`config.mk`:
```
export PLATFORM = sky130hd
export DESIGN_NAME = irq_arbiter
export DESIGN_NICKNAME = d
export VERILOG_FILES = /design/src/rtl/irq_arbiter.sv
export SDC_FILE = /design/constraint.sdc
export NUM_CORES = 1
export LEC_CHECK = 0
export CAP_MARGIN = 20
export CORE_MARGIN = 2
export CORE_UTILIZATION = 45
export CTS_CLUSTER_SIZE = 20
export DETAILED_ROUTE_END_ITERATION = 10
export DONT_BUFFER_PORTS = 1
export GPL_TIMING_DRIVEN = 0
export SLEW_MARGIN = 20
export SYNTH_ARGS = -nofsm -noshare
export SYNTH_HDL_FRONTEND = slang
export SYNTH_SLANG_ARGS = --single-unit
```
`constraint.sdc`:
```
create_clock -name clk -period 1.5 [get_ports clk]
set_input_delay 0.15 -clock clk [delete_from_list [all_inputs] [get_ports clk]]
set_output_delay 0.15 -clock clk [all_outputs]
set_load 0.03 [all_outputs]
```
`src/rtl/irq_arbiter.sv`:
```
// Multi-source interrupt arbiter feeding CP0's external interrupt input.
// Synchronises and edge-latches N lines, masks them and sequences one request at a time.
module irq_arbiter #(
  parameter int N_SRC = 8,
  parameter int IDX_W = 3
) (
  input  logic             clk,
  input  logic             rst,
  input  logic [N_SRC-1:0] i_irq_src,
  input  logic             i_mask_we,
  input  logic [N_SRC-1:0] i_mask_wdata,
  input  logic [N_SRC-1:0] i_pend_clr,
  input  logic             i_ir_take,
  input  logic             i_eret,
  output logic             o_ir_out,
  output logic             o_cause_valid,
  output logic [IDX_W-1:0] o_cause_idx,
  output logic [N_SRC-1:0] o_mask,
  output logic [N_SRC-1:0] o_pending
);

  localparam logic [1:0] ST_IDLE    = 2'd0;
  localparam logic [1:0] ST_REQ     = 2'd1;
  localparam logic [1:0] ST_SERVICE = 2'd2;

  logic [N_SRC-1:0] r_s1;
  logic [N_SRC-1:0] r_s2;
  logic [N_SRC-1:0] r_s3;
  logic [N_SRC-1:0] r_arm;
  logic             r_v1;
  logic             r_v2;
  logic [N_SRC-1:0] r_pending;
  logic [N_SRC-1:0] r_mask;
  logic [1:0]       r_state;
  logic [IDX_W-1:0] r_cause_idx;
  logic             r_ir_out;
  logic             r_cause_valid;

  logic [N_SRC-1:0] w_edge;
  logic [N_SRC-1:0] w_take_clr;
  logic [N_SRC-1:0] w_pending_next;
  logic [N_SRC-1:0] w_eligible;
  logic             w_any;
  logic [IDX_W-1:0] w_win_idx;
  logic [1:0]       w_state_next;
  logic [IDX_W-1:0] w_idx_next;

  // A line is armed only once its synchronised value has been seen low after
  // reset, so a line held high across reset cannot fake a rising edge.
  always_ff @(posedge clk) begin
    if (rst) begin
      r_s1  <= '0;
      r_s2  <= '0;
      r_s3  <= '0;
      r_arm <= '0;
      r_v1  <= 1'b0;
      r_v2  <= 1'b0;
    end else begin
      r_s1  <= i_irq_src;
      r_s2  <= r_s1;
      r_s3  <= r_s2;
      r_arm <= r_arm | ({N_SRC{r_v2}} & ~r_s2);
      r_v1  <= 1'b1;
      r_v2  <= r_v1;
    end
  end

  assign w_edge     = r_s2 & ~r_s3 & r_arm;
  assign w_eligible = r_pending & r_mask;
  assign w_any      = |w_eligible;

  // Set has priority over clear, so an edge coincident with a clear survives.
  generate
    for (genvar gi = 0; gi < N_SRC; gi++) begin : g_pend
      assign w_take_clr[gi] = (r_state == ST_REQ) && i_ir_take &&
                              (r_cause_idx == IDX_W'(gi));
      assign w_pending_next[gi] = w_edge[gi] |
                                  (r_pending[gi] & ~(i_pend_clr[gi] | w_take_clr[gi]));
    end
  endgenerate

  always_comb begin
    w_win_idx = '0;
    for (int i = N_SRC - 1; i >= 0; i--) begin
      if (w_eligible[i]) begin
        w_win_idx = IDX_W'(i);
      end
    end
  end

  always_comb begin
    w_state_next = r_state;
    w_idx_next   = r_cause_idx;
    case (r_state)
      ST_IDLE: begin
        if (w_any) begin
          w_state_next = ST_REQ;
          w_idx_next   = w_win_idx;
        end
      end
      ST_REQ: begin
        if (i_ir_take) begin
          w_state_next = ST_SERVICE;
        end
      end
      ST_SERVICE: begin
        if (i_eret) begin
          w_state_next = ST_IDLE;
        end
      end
      default: begin
        w_state_next = ST_IDLE;
      end
    endcase
  end

  always_ff @(posedge clk) begin
    if (rst) begin
      r_pending     <= '0;
      r_mask        <= '0;
      r_state       <= ST_IDLE;
      r_cause_idx   <= '0;
      r_ir_out      <= 1'b0;
      r_cause_valid <= 1'b0;
    end else begin
      r_pending     <= w_pending_next;
      if (i_mask_we) begin
        r_mask <= i_mask_wdata;
      end
      r_state       <= w_state_next;
      r_cause_idx   <= w_idx_next;
      r_ir_out      <= (w_state_next == ST_REQ);
      r_cause_valid <= (w_state_next != ST_IDLE);
    end
  end

  assign o_ir_out      = r_ir_out;
  assign o_cause_valid = r_cause_valid;
  assign o_cause_idx   = r_cause_idx;
  assign o_mask        = r_mask;
  assign o_pending     = r_pending;

endmodule

```
==> flow_metrics.py <==
metrics = {
    "placed_design": {
        "dp_hpwl_um": 2990,
        "port_buffers": 0,
        "place_inst": 255,
        "placed_area_mm2": 0.00204,
        "place_ws_ns": -0.0307,
        "routabilityCongestion": 0.772,
    },
    "timing": {
        "max_freq_mhz": 706,
        "hold_violations": 0,
        "drv_slew": 0,
        "timing.final.ws_setup_ns": 0.0832,
        "relSlewSlack": 0.659,
        "finalCriticalPeriod_ns": 1.42,
        "fin_skew_ns": 0.00582,
        "rsz0062_at_grt": "no",
        "min_period_over_period": 0.945,
        "setup_viol": 0,
        "tightest_slew_ns": 0.511,
    },
    "floorplan": {
        "die_y_um": 70.2,
        "core_area_mm2": 0.00429,
        "num_rows": 24,
        "io_pins": 50,
        "initial_core_util": 0.459,
        "dieArea_mm2": 0.00493,
        "die_w_um": 70.2,
    },
    "routing": {
        "wl_per_cell_um": 14.4,
        "via_per_inst": 5.21,
        "drc": 0,
        "totalWireLength_um": 4140,
        "firstDrtPassIters": 4,
        "vias": 1496,
        "antenna_left": 0,
        "drt_iter0_drc": 47,
    },
    "setup_path": {
        "crit_type": "flip-flop to flip-flop",
        "worstPathCellList": "inv_1 > nor2_4 > nand3_1 > a32o_1",
        "crit_fanout": 4,
        "crit_buf_inv": 1,
        "path_depth": 4,
        "critPathLaunchType": "flip-flop",
        "cp.required_ns": 1.71,
        "cp.arrival_ns": 1.63,
        "r2r_cells": 4,
        "cp_slowest_stage_delay_ns": 0.61,
        "worst_path_max_delay_cell": "dfxtp_1",
        "crit_path_start": "o_cause_idx[2]$_SDFFE_PP0P_",
        "cp-endpoint": "o_pending[7]$_SDFF_PP0_",
        "reg2reg_from": "o_cause_idx[2]$_SDFFE_PP0P_",
        "worst_setup_path_end_kind": "flip-flop",
        "r2r_setup_slack_ns": 0.08,
        "cpLargestDelayFamily": "flip-flops",
        "r2r_end": "o_pending[7]$_SDFF_PP0_",
    },
    "clocking": {
        "clock-sinks": 57,
        "cts_tree": "done",
        "clk_pin_slew_ns": 0.06,
        "clk-insertion-delay-late_ns": 0.32,
        "cts-root-buf": "clkbuf_8",
        "ctsHtreeMaxLevel": 3,
        "cts_inserted_buffers": 9,
        "clock_path_buffers": 2,
    },
    "logic_synthesis": {
        "yosysMostFrequentCell": "dfxtp_1",
        "synth_area_mm2": 0.00197,
        "synth_ff_type": "dfxtp_1",
        "async_flop_share": 0,
        "ys_seq_area_frac": 0.579,
        "synth.distinct_cells": 24,
        "ys_top_cells_by_count": "dfxtp_1, nor2_1, nor2b_1",
        "ys_ff_latch": 57,
        "yosysWarningCount": 0,
        "syn_area_per_cell_um2": 9.71,
        "netlist.area_leader.share": 0.579,
        "syn_inst": 203,
        "syn_nets": 232,
        "synth.area.top_cells": "dfxtp_1, nor2b_1, nor2_1",
        "synth-edff-count": 0,
        "synth_top_area_cell": "dfxtp_1",
    },
    "finish": {
        "finalInstanceArea_mm2": 0.00239,
        "post-route-util": 0.557,
        "fin_nets": 260,
        "areaGrowthSynthToFinish_pct": 21.3,
        "antenna_cells": 0,
        "fillers": 405,
        "drive_gt1_frac": 0.106,
        "layout.cells.non_filler": 287,
    },
    "power_and_ir_drop": {
        "vdd_drop_max_mv": 0.701,
        "power_uw": 2960,
        "power_density_mw_per_mm2": 1240,
        "total_leakage_power_uw": 0.000958,
    },
    "grt": {
        "grt.overflow.total": 0,
        "grt_pass1_wl_um": 6690,
        "grt_pass1_vias": 1482,
        "grt_usage": 0.180,
        "grt_max_degree": 11,
        "antenna_found_initial": 0,
    },
    "worst_hold_path": {
        "hold_path.class": "input port to flip-flop",
    },
    "job": {
        "maxCapViolations": 0,
    },
    "run_status": {
        "status": "complete, no violations",
    },
}
## registers in the layout, summed over array words and instances (netlist names)
signal,cells
r_s2,8
r_v2,1
o_pending,8
r_s1,8
o_cause_idx,3
o_ir_out,1
o_cause_valid,1
r_s3,8
r_state,2
o_mask,8
r_v1,1
r_arm,8
## final cells by class
class                      count  area [µm²]  share of cell area
clock buffer                  15         156              0.0654
inverter                      10        37.5              0.0157
timing repair buffer          17         170              0.0712
buffer                         8        33.8              0.0141
sequential                    57        1140               0.479
tap                           52        65.1              0.0272
multi-input combinational    128         783               0.328
## worst reg2reg max path, stage by stage (launching register included)
cell,delay [ns]
dfxtp_1,0.61
inv_1,0.15
nor2_4,0.15
nand3_1,0.10
a32o_1,0.30
## what timing repair did
item | CTS | global route
pin swaps | 0 | 4
setup endpoints to repair | 3 | 4
hold buffers | 17 | 0
setup buffers | 0 | 0
hold endpoints to repair | 18 | 0
resized for setup | 3 | 5
## placed cells by master, fill, tap and decap left out, types with 4 or more instances in the layout
cell / netlist / layout
nor2_1: 35 / 35
clkbuf_1: 2 / 7
a32o_1: 8 / 8
inv_1: 10 / 10
clkbuf_8: 0 / 10
nor2b_1: 27 / 27
mux2i_1: 8 / 8
nand2_1: 16 / 16
dlygate4sd3_1: 0 / 17
dfxtp_1: 57 / 54
a22oi_2: 0 / 4
a211oi_1: 4 / 4
a21oi_1: 13 / 13
## through the flow
step | setup TNS [ns] | hold WS [ns]
after global routing | 0 | 0.0370
after CTS | 0 | 0.0343
after global placement | 0 | 0.253
after detailed placement | -0.0307 | 0.254
final | 0 | 0.0455
after floorplan | 0 | 0.248
## routing by layer
metal | track usage | wire length, µm | vias to the layer above
met3 | 0.0750 | 248 | 7
met2 | 0.283 | 2030 | 38
li1 | - | - | 738
met4 | 0.0876 | 55 | 0
met1 | 0.213 | 1800 | 713
met5 | 0 | 0 | -
## power breakdown
group          internal (µW)  switching [µW]
Sequential              1580            72.2
Combinational           87.4            84.0
Clock                    638             504
## cells by family after synthesis
group,synth area share
AND/OR/NAND/NOR,0.216
flip-flops,0.579
AO/OA/AOI/OAI,0.128
buffers and inverters,0.0362
multiplexers,0.0406
## worst min path at each step
stage,from,end,slack (ns),cells after the start
final,i_ir_take,r_state[1]$_SDFF_PP0_,0.05,2
after global routing,i_ir_take,r_state[1]$_SDFF_PP0_,0.04,2
after CTS,i_ir_take,r_state[1]$_SDFF_PP0_,0.03,2
after detailed placement,i_ir_take,r_state[0]$_SDFF_PP0_,0.25,1
after global placement,i_ir_take,r_state[0]$_SDFF_PP0_,0.25,1
after floorplan,i_ir_take,o_ir_out$_SDFF_PP0_,0.25,1
(Power assumes the default switching activity.)
